**config.mk**
```make
export PLATFORM = sky130hd
export DESIGN_NAME = piso_serializer_flat
export DESIGN_NICKNAME = d
export VERILOG_FILES = /design/src/rtl/piso_serializer_pkg.sv /design/src/rtl/piso_serializer_if.sv /design/src/rtl/piso_serializer_hold_buffer.sv /design/src/rtl/piso_serializer.sv /design/src/flat_wrapper.sv
export SDC_FILE = /design/constraint.sdc
export NUM_CORES = 1
export LEC_CHECK = 0
export ABC_AREA = 1
export CAP_MARGIN = 20
export CORE_AREA = 10 10 63 65
export CTS_CLUSTER_SIZE = 25
export DETAILED_ROUTE_END_ITERATION = 10
export DIE_AREA = 0 0 73 75
export PLACE_DENSITY_LB_ADDON = 0.08
export SYNTH_ARGS = -nofsm -noshare
export SYNTH_HDL_FRONTEND = slang
export SYNTH_SLANG_ARGS = --single-unit
```
**constraint.sdc**
```tcl
create_clock -name clk_i -period 1.6 [get_ports clk_i]
set_clock_uncertainty 0.1 [all_clocks]
set_input_delay 0.32 -clock clk_i [delete_from_list [all_inputs] [get_ports clk_i]]
set_output_delay 0.32 -clock clk_i [all_outputs]
set_load 0.03 [all_outputs]
```
**src/rtl/piso_serializer_pkg.sv**
```systemverilog
`default_nettype none
// ============================================================================
//  Module      : piso_pkg
//  Description : Shared types and helpers for the PISO serializer:
//                FSM state encoding and the bit-counter width function.
//  Revision    : 1.0 - initial release
// ============================================================================
package piso_pkg;

  // Serializer FSM states.
  typedef enum logic [0:0] {
    ST_IDLE  = 1'b0,
    ST_SHIFT = 1'b1
  } piso_state_e;

  // Bit-counter width: enough to index WIDTH bits, never less than one bit.
  function automatic int cnt_width(input int width);
    int w;
    w = $clog2(width);
    return (w < 1) ? 1 : w;
  endfunction

endpackage
`default_nettype wire

```
**src/rtl/piso_serializer_if.sv**
```systemverilog
`default_nettype none
// ============================================================================
//  Module      : piso_serializer_if
//  Description : Load handshake and serial output bundle of the serializer.
//                master : parallel producer / serial consumer side
//                slave  : serializer side
//  Ports       : p_in, load_valid (producer -> serializer)
//                load_ready, s_out, s_valid, s_last, busy (serializer ->)
//  Revision    : 1.0 - initial release
// ============================================================================
interface piso_serializer_if #(
  parameter int WIDTH = 8
) ();

  logic [WIDTH-1:0] p_in;
  logic             load_valid;
  logic             load_ready;
  logic             s_out;
  logic             s_valid;
  logic             s_last;
  logic             busy;

  modport master (
    output p_in, load_valid,
    input  load_ready, s_out, s_valid, s_last, busy
  );

  modport slave (
    input  p_in, load_valid,
    output load_ready, s_out, s_valid, s_last, busy
  );

endinterface
`default_nettype wire

```
**src/rtl/piso_serializer_hold_buffer.sv**
```systemverilog
`default_nettype none
// ============================================================================
//  Module      : piso_hold_buffer
//  Description : One-entry holding register for the next word while the
//                shifter is busy.
//  Ports       : clk_i, reset_i  clock / async active-high reset
//                push_i, data_i  write a word (only when ready_o)
//                pop_i           release the held word
//                data_o, full_o  held word and occupancy flag
//                ready_o         entry free (= !full_o)
//  Revision    : 1.0 - initial release
// ============================================================================
module piso_hold_buffer #(
  parameter int WIDTH = 8
) (
  input  wire logic             clk_i,
  input  wire logic             reset_i,
  input  wire logic             push_i,
  input  wire logic             pop_i,
  input  wire logic [WIDTH-1:0] data_i,
  output logic      [WIDTH-1:0] data_o,
  output logic                  full_o,
  output logic                  ready_o
);

  logic [WIDTH-1:0] data_q, data_d;
  logic             full_q, full_d;

  always_comb begin
    data_d = data_q;
    full_d = full_q;
    if (pop_i) begin
      full_d = 1'b0;
    end
    if (push_i) begin
      data_d = data_i;
      full_d = 1'b1;
    end
  end

  always_ff @(posedge clk_i or posedge reset_i) begin
    if (reset_i) begin
      data_q <= '0;
      full_q <= 1'b0;
    end else begin
      data_q <= data_d;
      full_q <= full_d;
    end
  end

  assign data_o  = data_q;
  assign full_o  = full_q;
  // Depends on the flag only, so there is no path from load_valid.
  assign ready_o = ~full_q;

endmodule
`default_nettype wire

```
**src/rtl/piso_serializer.sv**
```systemverilog
`default_nettype none
// ============================================================================
//  Module      : piso_serializer
//  Description : Parallel-in / serial-out serializer with valid/ready load,
//                selectable bit order and a one-word hold buffer so that
//                back-to-back words stream without a gap.
//  Ports       : clk_i, reset_i  clock / async active-high reset
//                bus_if (slave)  p_in, load_valid, load_ready,
//                                s_out, s_valid, s_last, busy
//  Revision    : 1.0 - initial release
// ============================================================================
module piso_serializer
  import piso_pkg::*;
#(
  parameter int   WIDTH      = 8,
  parameter bit   MSB_FIRST  = 1'b1,
  parameter logic IDLE_LEVEL = 1'b0
) (
  input  wire logic         clk_i,
  input  wire logic         reset_i,
  piso_serializer_if.slave  bus_if
);

  localparam int             CW       = cnt_width(WIDTH);
  localparam logic [CW-1:0]  LAST_IDX = CW'(WIDTH - 1);

  piso_state_e       state_q;
  logic [WIDTH-1:0]  shreg_q;
  logic [CW-1:0]     cnt_q;
  logic              s_out_q;
  logic              s_valid_q;
  logic              s_last_q;

  logic              w_hold_full;
  logic              w_hold_ready;
  logic [WIDTH-1:0]  w_hold_data;
  logic              w_accept;
  logic              w_last_edge;
  logic              w_push;
  logic              w_pop;
  logic              w_load_direct;
  logic              w_start;
  logic [WIDTH-1:0]  w_start_word;
  logic [CW-1:0]     w_cnt_inc;

  // Bit number idx of the word in transmission order. The shifter is never
  // actually shifted; the counter selects the bit, so fill is irrelevant.
  function automatic logic pick_bit(input logic [WIDTH-1:0] word,
                                    input logic [CW-1:0]    idx);
    logic [WIDTH-1:0] shifted;
    if (MSB_FIRST) begin
      shifted = word << idx;
      return shifted[WIDTH-1];
    end else begin
      shifted = word >> idx;
      return shifted[0];
    end
  endfunction

  assign w_accept    = bus_if.load_valid & w_hold_ready;
  assign w_last_edge = (state_q == ST_SHIFT) & s_last_q;
  // Mid-word accepts park in the hold register.
  assign w_push      = w_accept & (state_q == ST_SHIFT) & ~s_last_q;
  // On the last-bit edge a held word has priority; it blocks new accepts anyway.
  assign w_pop       = w_last_edge & w_hold_full;
  assign w_load_direct = w_accept & ((state_q == ST_IDLE) | s_last_q);
  assign w_start     = w_pop | w_load_direct;
  assign w_start_word = w_pop ? w_hold_data : bus_if.p_in;
  assign w_cnt_inc   = cnt_q + CW'(1);

  piso_hold_buffer #(
    .WIDTH (WIDTH)
  ) u_hold (
    .clk_i   (clk_i),
    .reset_i (reset_i),
    .push_i  (w_push),
    .pop_i   (w_pop),
    .data_i  (bus_if.p_in),
    .data_o  (w_hold_data),
    .full_o  (w_hold_full),
    .ready_o (w_hold_ready)
  );

  always_ff @(posedge clk_i or posedge reset_i) begin
    if (reset_i) begin
      state_q   <= ST_IDLE;
      shreg_q   <= '0;
      cnt_q     <= '0;
      s_out_q   <= IDLE_LEVEL;
      s_valid_q <= 1'b0;
      s_last_q  <= 1'b0;
    end else if (w_start) begin
      // New word: present its first bit on this same edge.
      state_q   <= ST_SHIFT;
      shreg_q   <= w_start_word;
      cnt_q     <= '0;
      s_out_q   <= pick_bit(w_start_word, '0);
      s_valid_q <= 1'b1;
      s_last_q  <= 1'b0;
    end else if ((state_q == ST_SHIFT) && !s_last_q) begin
      cnt_q     <= w_cnt_inc;
      s_out_q   <= pick_bit(shreg_q, w_cnt_inc);
      s_last_q  <= (w_cnt_inc == LAST_IDX);
    end else begin
      state_q   <= ST_IDLE;
      s_out_q   <= IDLE_LEVEL;
      s_valid_q <= 1'b0;
      s_last_q  <= 1'b0;
    end
  end

  assign bus_if.load_ready = w_hold_ready;
  assign bus_if.s_out      = s_out_q;
  assign bus_if.s_valid    = s_valid_q;
  assign bus_if.s_last     = s_last_q;
  assign bus_if.busy       = (state_q == ST_SHIFT);

endmodule
`default_nettype wire
```
**src/flat_wrapper.sv**
```systemverilog
// flat-port wrapper written by rule: the top's interface ports become plain ports
module piso_serializer_flat import piso_pkg::*;
#(
  parameter int   WIDTH      = 8,
  parameter bit   MSB_FIRST  = 1'b1,
  parameter logic IDLE_LEVEL = 1'b0
)
  (clk_i, reset_i, bus_if_p_in, bus_if_load_valid, bus_if_load_ready, bus_if_s_out, bus_if_s_valid, bus_if_s_last, bus_if_busy);
  piso_serializer_if #(.WIDTH(WIDTH)) bus_if_i ();
  input  wire logic clk_i;
  input  wire logic reset_i;
  input wire logic [$bits(bus_if_i.p_in)-1:0] bus_if_p_in;
  input wire logic [$bits(bus_if_i.load_valid)-1:0] bus_if_load_valid;
  output wire logic [$bits(bus_if_i.load_ready)-1:0] bus_if_load_ready;
  output wire logic [$bits(bus_if_i.s_out)-1:0] bus_if_s_out;
  output wire logic [$bits(bus_if_i.s_valid)-1:0] bus_if_s_valid;
  output wire logic [$bits(bus_if_i.s_last)-1:0] bus_if_s_last;
  output wire logic [$bits(bus_if_i.busy)-1:0] bus_if_busy;
  assign bus_if_i.p_in = bus_if_p_in;
  assign bus_if_i.load_valid = bus_if_load_valid;
  assign bus_if_load_ready = bus_if_i.load_ready;
  assign bus_if_s_out = bus_if_i.s_out;
  assign bus_if_s_valid = bus_if_i.s_valid;
  assign bus_if_s_last = bus_if_i.s_last;
  assign bus_if_busy = bus_if_i.busy;
  piso_serializer #(.WIDTH(WIDTH), .MSB_FIRST(MSB_FIRST), .IDLE_LEVEL(IDLE_LEVEL)) u_core (.clk_i(clk_i), .reset_i(reset_i), .bus_if(bus_if_i));
endmodule
```
==> Yosys cells after proc, flatten, opt, wreduce, memory -nomap -nowiden <==
Index checks and enable logic that the tools add are counted.
{ "totals": {"regBits": 23, "latch_bits": 0, "ramBits": 0, "romBits": 0, "out_inout_bits": 5, "elab_cells": 37, "memories": 0} }
{ "op_classes": {"addsub": 1, "n_mul": 0, "div": 0, "magnitude_cmp": 0, "n_eq_ne": 2, "shift": 1, "mux": 11, "bitwise_logic": 11, "n_reduce_logical": 4} }
{ "ops": {"columns": ["op", "n"], "rows": [
  ["1-bit 2-to-1 mux", 8],
  ["8-bit 2-to-1 mux", 1],
  ["8-bit by 3-bit left shift with 8-bit output", 1],
  ["1-bit bitwise AND", 6],
  ["3-bit 2-to-1 mux", 2],
  ["2-bit nonzero test", 2],
  ["3-bit by 1-bit adder with 3-bit output (second input constant)", 1],
  ["3-bit == test (second input constant)", 1],
  ["1-bit NOT", 3],
  ["2-bit by 1-bit != test with 1-bit output (second input constant)", 1],
  ["1-bit bitwise OR", 2],
  ["1-bit logical AND", 1],
  ["1-bit zero test", 1]
]} }

==> Logic depth before layout (Yosys ltp) <==
{ "logic_depth": {"ltp_word": 5, "ltp_mapped": 7} }

==> Modules after synthesis <==
A second synthesis with hierarchy kept.
{ "unflattened": {"hier_cells": 132, "hier_area_um2": 1124.8} }
{ "modules_own_cells": {"columns": ["module", "n_inst", "cells_per_inst", "area_per_inst_um2"], "rows": [
  ["piso_serializer", 1, 92, 775.7],
  ["piso_hold_buffer", 1, 40, 349.1]
]} }

==> Worst setup path before layout <==
Ideal clock, no wire load.
{ "synth_path": {"path_kind": "reg2reg", "start": "register u_core.state_q (netlist: u_core.bus_if.busy)", "end": "register u_core.u_hold.data_q[5] (netlist: u_core.u_hold.data_o[5])", "setup_ns": 0.117, "arrival_time_ns": 1.180, "required_ns": 1.383, "path_slack_ns": 0.203, "path_stages_with_launch": 7, "path_buffers": 1, "path_cell_list": "dfrtp_1 inv_2 nor2_4 nand2_2 buf_6 nand2_1 o21ai_2"} }
{ "synth_between": {"elab_chain_cells": 2} }
{ "synth_lines": {"columns": ["item", "line_no", "text"], "rows": [
  ["start: declaration", "piso_serializer.sv:27", "piso_state_e state_q;"],
  ["start signal: assignment", "piso_serializer.sv:86", "state_q <= ST_IDLE;"],
  ["start signal: assignment", "piso_serializer.sv:94", "state_q <= ST_SHIFT;"],
  ["start signal: assignment", "piso_serializer.sv:105", "state_q <= ST_IDLE;"],
  ["1-bit bitwise AND (2 in series)", "piso_serializer.sv:63", "assign w_push = w_accept & (state_q == ST_SHIFT) & ~s_last_q;"],
  ["end signal: assignment", "piso_serializer_hold_buffer.sv:46", "data_q <= data_d;"],
  ["end: declaration", "piso_serializer_hold_buffer.sv:26", "logic [WIDTH-1:0] data_q, data_d;"]
]} }
Every way passes these cells.
A chain may end at the register's enable or synchronous reset.

==> Final worst setup path <==
{ "layout_path": {"start": "register u_core.u_hold.full_q (netlist: u_core.u_hold.full_o)", "end": "output bus_if_load_ready"} }
{ "layout_between": {"elab_chain_cells": 1} }
{ "layout_lines": {"columns": ["item", "line_no", "text"], "rows": [
  ["start: declaration", "piso_serializer_hold_buffer.sv:27", "logic full_q, full_d;"],
  ["start signal: assignment", "piso_serializer_hold_buffer.sv:47", "full_q <= full_d;"],
  ["1-bit NOT", "piso_serializer_hold_buffer.sv:54", "assign ready_o = ~full_q;"],
  ["end: declaration", "flat_wrapper.sv:14", "output wire logic [$bits(bus_if_i.load_ready)-1:0] bus_if_load_ready;"]
]} }
Every way passes these cells.

==> results.toml <==
[sta]
setup_viol = 0
period_share_pct = 91.64
max_slew_margin_pct = 77.57
rsz0062_at_grt = "no"
worst_pin_slew_ns = 0.3353
slew_violations = 0
timing.final.ws_setup_ns = 0.1338
final_hold_viol_count = 0
fmax_mhz = 682.1
min_period_ns = 1.466

[critical_path]
cpMaxStageDelayCell = "sky130_fd_sc_hd__dfrtp_1"
critical_path.cell_chain = "inv_1, buf_4"
critical-path-max-stage-delay_ns = 0.47
critPathRequiredTime_ns = 1.18
worst_ep_arrival_time_ns = 1.05
path_class = "flip-flop to output port"
setup.worst_path.start_class = "flip-flop"
logic_depth_of_the_worst_register_to_register_path = 7
timing.critical_path.fanout_max = 3
critPathCaptureType = "output port"

[floorplanning]
die_area_sq_um = 5475
io_pins = 16
floorplan.initialDensity_pct = 43.49
rows = 19
core_area_sq_um = 2710
die-height_um = 75
die_w_um = 73

[clock_tree]
postCtsHoldBufs = 0
clock_latency_ns = 0.31
cts_num_sinks = 23
clk_root_buffer_cell = "sky130_fd_sc_hd__clkbuf_4"
clock_tree_from_tritoncts = "built"
cts_made_buffers = 3
cts-root-to-sink-buffers = 2
clkSlewWorstSetupHoldPaths_ns = 0.13
clock_tree.htree_level_count = 1

[final_layout]
drive_above_1_share_pct = 23.03
nFillCells = 280
register_area_sq_um = 576.8
layout_commonest_cell = "sky130_fd_sc_hd__nand2_1"
finish.cell_count_without_fillers = 183
layout.nets = 166
multi_input_area_sq_um = 475.5
finish.utilization_pct = 51.52
num_antenna_cells = 0
flow.area_growth_from_synthesis_pct = 18.47
commonest_non_fill_non_tap_cells_in_the_layout = "sky130_fd_sc_hd__nand2_1 (31), sky130_fd_sc_hd__inv_1 (22), sky130_fd_sc_hd__dfrtp_1 (22), sky130_fd_sc_hd__nand3_1 (11)"
finish.instance_area_sq_um = 1396

[route]
route.detailed.wl_per_inst_um = 12.16
count_of_vias_placed_by_the_detailed_router = 893
wirelength_met1_um = 1029
number_of_nets_still_failing_antenna_checks_after_routing = 0
detail_route.drc_violations = 0
routed.top_layer = "met4"
routed_length_on_met3_um = 118
wirelength_um = 2226
first_pass_iters = 4
met2_length_um = 1025
drtIter0Drc = 29
viasPerCell = 4.880

[power_and_ir_drop]
powerDensity_nw_per_um2 = 1841
peak_vdd_ir_mv = 1.131
p_leak_uw = 0.0007168

[grt]
grt.total_usage_pct = 8.876
globalRoute.totalOverflow = 0
antenna_found_initial = 0
vias_in_the_first_global_route = 927
grt_pass1_wl_um = 3864
grt_max_degree = 24

[logic_synthesis]
synth-seq-cells = 23
syn-instance-count = 130
synthesis_warning_total = 0
postSynthNetCount = 143
post_synth.cell_area_avg_sq_um = 9.066
netlist_area_sq_um = 1179
synth_cell_types = 22
ys_seq_area_share_pct = 48.83

[min_path]
worst_hold_path_type = "input port to async pin"

[placed_design]
gpl.final_weighted_congestion = 0.8145
placedInstanceArea_sq_um = 1369
portBuffers = 15
detailedPlacementHpwl_um = 1762
placedCellCount = 179
dp_worst_setup_slack_ns = -0.07100

[outcome]
run_status = "finished, final reports clean"

[flow_run]
drv.max_cap_violation_count = 0
==> path summary, 6_finish.rpt <==
kind	from	end	slack [ns]
setup / recovery	u_core.u_hold.full_o$_DFFE_PP0P_	bus_if_load_ready	0.13
hold / removal	reset_i	u_core.u_hold.data_o[4]$_DFFE_PP0P_	0.23
setup reg to reg	u_core.cnt_q[0]$_DFFE_PP0P_	u_core.bus_if.s_out$_DFF_PP0_	0.19
hold reg to reg	u_core.u_hold.data_o[2]$_DFFE_PP0P_	u_core.u_hold.data_o[2]$_DFFE_PP0P_	0.40
max in group asynchronous	reset_i	u_core.cnt_q[0]$_DFFE_PP0P_	0.92
min in group clk_i	u_core.u_hold.data_o[2]$_DFFE_PP0P_	u_core.u_hold.data_o[2]$_DFFE_PP0P_	0.40
==> layer usage <==
metal,GRT usage [%],vias to the layer above
li1,-,450
met5,0,-
met1,10.28,418
met4,5.485,0
met2,14.23,19
met3,2.497,6
==> repair_timing <==
item / CTS / global route
buffers inserted: 0 / 0
setup endpoints to repair: 1 / 1
resized for setup: 1 / 1
==> critical path, delay by kind of cell, from the launching register on <==
| family | cells | cell delay (ns) |
|---|---|---|
| flip-flops | 1 | 0.47 |
| buffers and inverters | 2 | 0.26 |
==> kinds of logic after synthesis <==
kind of cell / count (synthesis) / synth area share, %
xor gates and xnor gates: 2 / 1.486
AOI/OAI and AO/OA: 23 / 14.86
DFF: 23 / 48.83
adders and majority gates: 2 / 2.123
and+or+nand+nor: 52 / 21.87
buffers and inverters: 28 / 10.83
==> cell type report <==
class,count,area share (%)
clock inverters,1,0.3584
flip-flops and latches,23,41.31
multi-input cells,79,34.05
repair buffers,21,13.17
inverters,25,6.720
clock buffers,3,1.613
well taps,31,2.778
==> through the flow <==
| step | total power (uW) | hold slack, ns | setup TNS (ns) |
|---|---|---|---|
| 2_1_floorplan | 1994 | 0.2219 | 0 |
| 3_3_place_gp | 2321 | 0.3674 | -0.1267 |
| 3_5_place_dp | 2351 | 0.3748 | -0.5400 |
| 4_1_cts | 2621 | 0.2375 | 0 |
| 5_1_grt | 2823 | 0.2568 | 0 |
| 6_report | 2571 | 0.2281 | 0 |
==> sequential cells by signal, summed over array words and instances, names as in the netlist <==
signal	flops
u_core.bus_if.s_out	1
u_core.bus_if.s_last	1
u_core.shreg_q	8
u_core.bus_if.busy	1
u_core.u_hold.data_o	8
u_core.u_hold.full_o	1
u_core.cnt_q	3
==> power by group <==
| part | total [uW] | internal (uW) | switching (uW) |
|---|---|---|---|
| clock network | 266 | 93.3 | 173 |
| registers | 1030 | 859 | 174 |
| logic | 1270 | 518 | 754 |
==> synth_stat cells <==
cell / number / area [sq um]
sky130_fd_sc_hd__a21oi_2: 2 / 17.52
sky130_fd_sc_hd__buf_4: 1 / 7.510
sky130_fd_sc_hd__buf_6: 1 / 11.26
sky130_fd_sc_hd__buf_8: 1 / 15.01
sky130_fd_sc_hd__dfrtp_1: 23 / 575.6
sky130_fd_sc_hd__ha_1: 2 / 25.02
sky130_fd_sc_hd__inv_1: 22 / 82.58
sky130_fd_sc_hd__inv_2: 3 / 11.26
sky130_fd_sc_hd__nand2_1: 31 / 116.4
sky130_fd_sc_hd__nand2_2: 2 / 12.51
sky130_fd_sc_hd__nand2_4: 2 / 22.52
sky130_fd_sc_hd__nand3_1: 11 / 55.05
sky130_fd_sc_hd__nand3_4: 1 / 17.52
sky130_fd_sc_hd__nor2_1: 3 / 11.26
sky130_fd_sc_hd__nor2_4: 2 / 22.52
sky130_fd_sc_hd__o211ai_1: 6 / 45.04
sky130_fd_sc_hd__o211ai_2: 2 / 25.02
sky130_fd_sc_hd__o21ai_0: 6 / 30.03
sky130_fd_sc_hd__o21ai_1: 1 / 5.000
sky130_fd_sc_hd__o21ai_2: 6 / 52.55
sky130_fd_sc_hd__xnor2_1: 1 / 8.760
sky130_fd_sc_hd__xor2_1: 1 / 8.760
Power figures use the tool's default switching activity.
==> variant 1, RTL diff (same flow settings) <==
`WIDTH` is set to 8 in 4 places; all go to 9.
--- a/src/rtl/piso_serializer_if.sv
+++ b/src/rtl/piso_serializer_if.sv
@@ -11,3 +11,3 @@
 interface piso_serializer_if #(
-  parameter int WIDTH = 8
+  parameter int WIDTH = 9
 ) ();
--- a/src/rtl/piso_serializer_hold_buffer.sv
+++ b/src/rtl/piso_serializer_hold_buffer.sv
@@ -13,3 +13,3 @@
 module piso_hold_buffer #(
-  parameter int WIDTH = 8
+  parameter int WIDTH = 9
 ) (
--- a/src/rtl/piso_serializer.sv
+++ b/src/rtl/piso_serializer.sv
@@ -14,3 +14,3 @@
 #(
-  parameter int   WIDTH      = 8,
+  parameter int   WIDTH      = 9,
   parameter bit   MSB_FIRST  = 1'b1,
--- a/src/flat_wrapper.sv
+++ b/src/flat_wrapper.sv
@@ -3,3 +3,3 @@
 #(
-  parameter int   WIDTH      = 8,
+  parameter int   WIDTH      = 9,
   parameter bit   MSB_FIRST  = 1'b1,
Interface: changed (resized bus_if_p_in); port bits go from 16 to 17. The function was not compared with the original's and may differ.
==> variant 1 against the unedited design <==
  * Final cell count up 7.7%
  * Sequential cell count grew 3
  * Global-route usage is 0.41 points higher
  * Setup slack worse by 51 ps
  * Non-clock buffer count fell by 1
  * Combinational power grew 4%
  * Synthesized area is 9.2% higher
  * Total power rose by 5.4%
  * Clock power about the same
  * Routed wire length up 5.1%
  * Design area up 9.4%
  * Critical path type unchanged
  * Largest power group unchanged
==> variant 1: results (changes against the unedited design) <==
postcts setup bufs=0 (unchanged); first-pass GRT wire length=4140 um (+7.1%); row cnt=19 (unchanged); Critical R2R Capture=u_core.bus_if.s_out$_DFF_PP0_; Least-Margin Pin Slew=335 ps (+0.0119 ps); Synth cell types=26 (+18%); H-tree Lvls=1 (unchanged); Port-buffer cells=16 (+1); fraction of registers with async set or reset after synthesis=100% (unchanged); clk buf depth=2 (unchanged); Syn-to-layout area delta=18.7%; vias in the first global route=939 (+1.3%); Synth top cells by count=nand2_1, dfrtp_1, inv_1; synthesis warning total=0 (unchanged); Final Wtd Congestion=0.773 (-5.1%); placed inst area=1480 sq um (+8.3%); FF-to-FF setup slack=100 ps (-90 ps); commonest register cell after synthesis=dfrtp_1; peak supply drop=1.08 mV (-4.6%); Tot GR Track Use=9.28% (+0.41 points); Synth Area in XOR/XNOR=2.04% (+0.55 points); largest net degree at the start of global routing=27 (+13%); critical path's largest stage delay=400 ps (-70 ps); Root Buffer=clkbuf_4; cell family contributing the most delay on the critical path=flip-flops; initial antenna violation count=0 (unchanged); CTS clk-pin slew, worst paths=130 ps (about the same); Hold Crit Class=primary input to async pin; Synth Area in Compound Gates=15.2% (+0.30 points); Reg2Reg Depth=7 (unchanged); Final Net Count=182 (+9.6%); Slew Limit Fails=0 (unchanged); worst reg2reg startpoint=u_core.cnt_q[0]$_DFFE_PP0P_; Synth area leaders=dfrtp_1, nand2_1, inv_1; Synth Net Count=161 (+13%); Num CTS Buffers=3 (unchanged); Avg WL per Cell=11.9 um (-2.3%); DP HPWL=1780 um (+0.89%); Slowest cell on crit path=dfrtp_1; Synth Area in Adders=1.94% (-0.18 points); multiplexer share of the synthesized area=0% (unchanged); register area share after synthesis=50.5% (+1.7 points); Fillers=273 (-2.5%); Iteration-0 DRC Markers=48 (+66%); DRT Pass-1 Iters=4 (unchanged); P_leak=0.764 nW (+6.5%); share of layout cells above drive strength 1=13.9% (-9.2 points); # diodes=0 (unchanged); status=complete, no violations; later-pin clock latency in the skew report=310 ps (about the same); Vias/cell=4.92 (+0.80%); Int Power=1.59 mW (+8.1%); Max-Cap Viols=0 (unchanged); CP Max Fanout=4 (+1); Sequential Power Share=41.6% (+1.4 points); CP Data Arrival Time=1100 ps (+50 ps)
-- variant 1: how the worst max path moves through the flow --
stage / start / endpoint / slack (ps) / depth (start not counted)
after CTS: u_core.bus_if.busy$_DFFE_PP0P_ / bus_if_s_valid / 40 / 1
after floorplan: u_core.bus_if.busy$_DFFE_PP0P_ / u_core.shreg_q[0]$_DFFE_PP0N_ / 130 / 8
after global placement: bus_if_load_valid / u_core.u_hold.data_o[4]$_DFFE_PP0P_ / -30 / 6
after global routing: u_core.cnt_q[0]$_DFFE_PP0P_ / u_core.bus_if.s_out$_DFF_PP0_ / 5 / 7
final: u_core.bus_if.busy$_DFFE_PP0P_ / bus_if_s_valid / 80 / 1
after detailed placement: bus_if_load_valid / u_core.u_hold.data_o[1]$_DFFE_PP0P_ / -70 / 6
-- variant 1: power by group through the flow --
stage / registers (mW) / logic [mW] / clock network [mW]
6_report: 1.13 / 1.32 / 0.265
5_1_grt: 1.16 / 1.53 / 0.300
4_1_cts: 1.11 / 1.28 / 0.280
3_5_place_dp: 1.13 / 1.29 / 0
3_3_place_gp: 1.12 / 1.27 / 0
2_1_floorplan: 1.16 / 0.939 / 0
-- variant 1: through the flow --
step                setup slack (ps)  hold slack (ps)  power (mW)  std cells  setup TNS (ps)
finish                          82.4              253        2.71        197               0
global route                    4.96              261        3.00        197               0
detailed placement             -70.6              374        2.42        194            -606
floorplan                        132              260        2.10        147               0
global placement               -32.2              369        2.39        194            -146
CTS                             42.5              256        2.67        197               0
-- variant 1: cell families (layout without fill, tap and decap cells) --
| family | Yosys count | after routing |
|---|---|---|
| flip-flops | 26 | 26 |
| AND/OR/NAND/NOR | 51 | 51 |
| XOR/XNOR | 3 | 3 |
| AO/OA/AOI/OAI | 32 | 32 |
| adder cells (fa/ha/maj) | 2 | 2 |
| buffers and inverters | 33 | 52 |
-- variant 1: layout make-up --
| class | count | area share (%) |
|---|---|---|
| clock buffers | 3 | 1.47 |
| flip-flops and latches | 26 | 42.7 |
| repair buffers | 20 | 12.1 |
| inverters | 29 | 7.53 |
| well taps | 31 | 2.54 |
| multi-input cells | 88 | 33.7 |
-- variant 1: worst min-delay path: stages --
cell and delay, ps:
clkdlybuf4s50_1 390, inv_1 50, buf_4 310
-- variant 1: timing repair --
item | 4_1_cts | 5_1_grt
resized for setup | 4 | 6
endpoints found under the setup margin | 4 | 2
hold buffers | 0 | 0
-- variant 1: metal layers --
layer	track usage (%)	vias up	share of wire, %	routed length, um
met5	0	-	0	0
met4	3.80	0	1.2	27
met3	2.10	4	4.3	100
met2	15.2	16	45	1060
met1	11.5	438	49	1150
li1	-	511	-	-
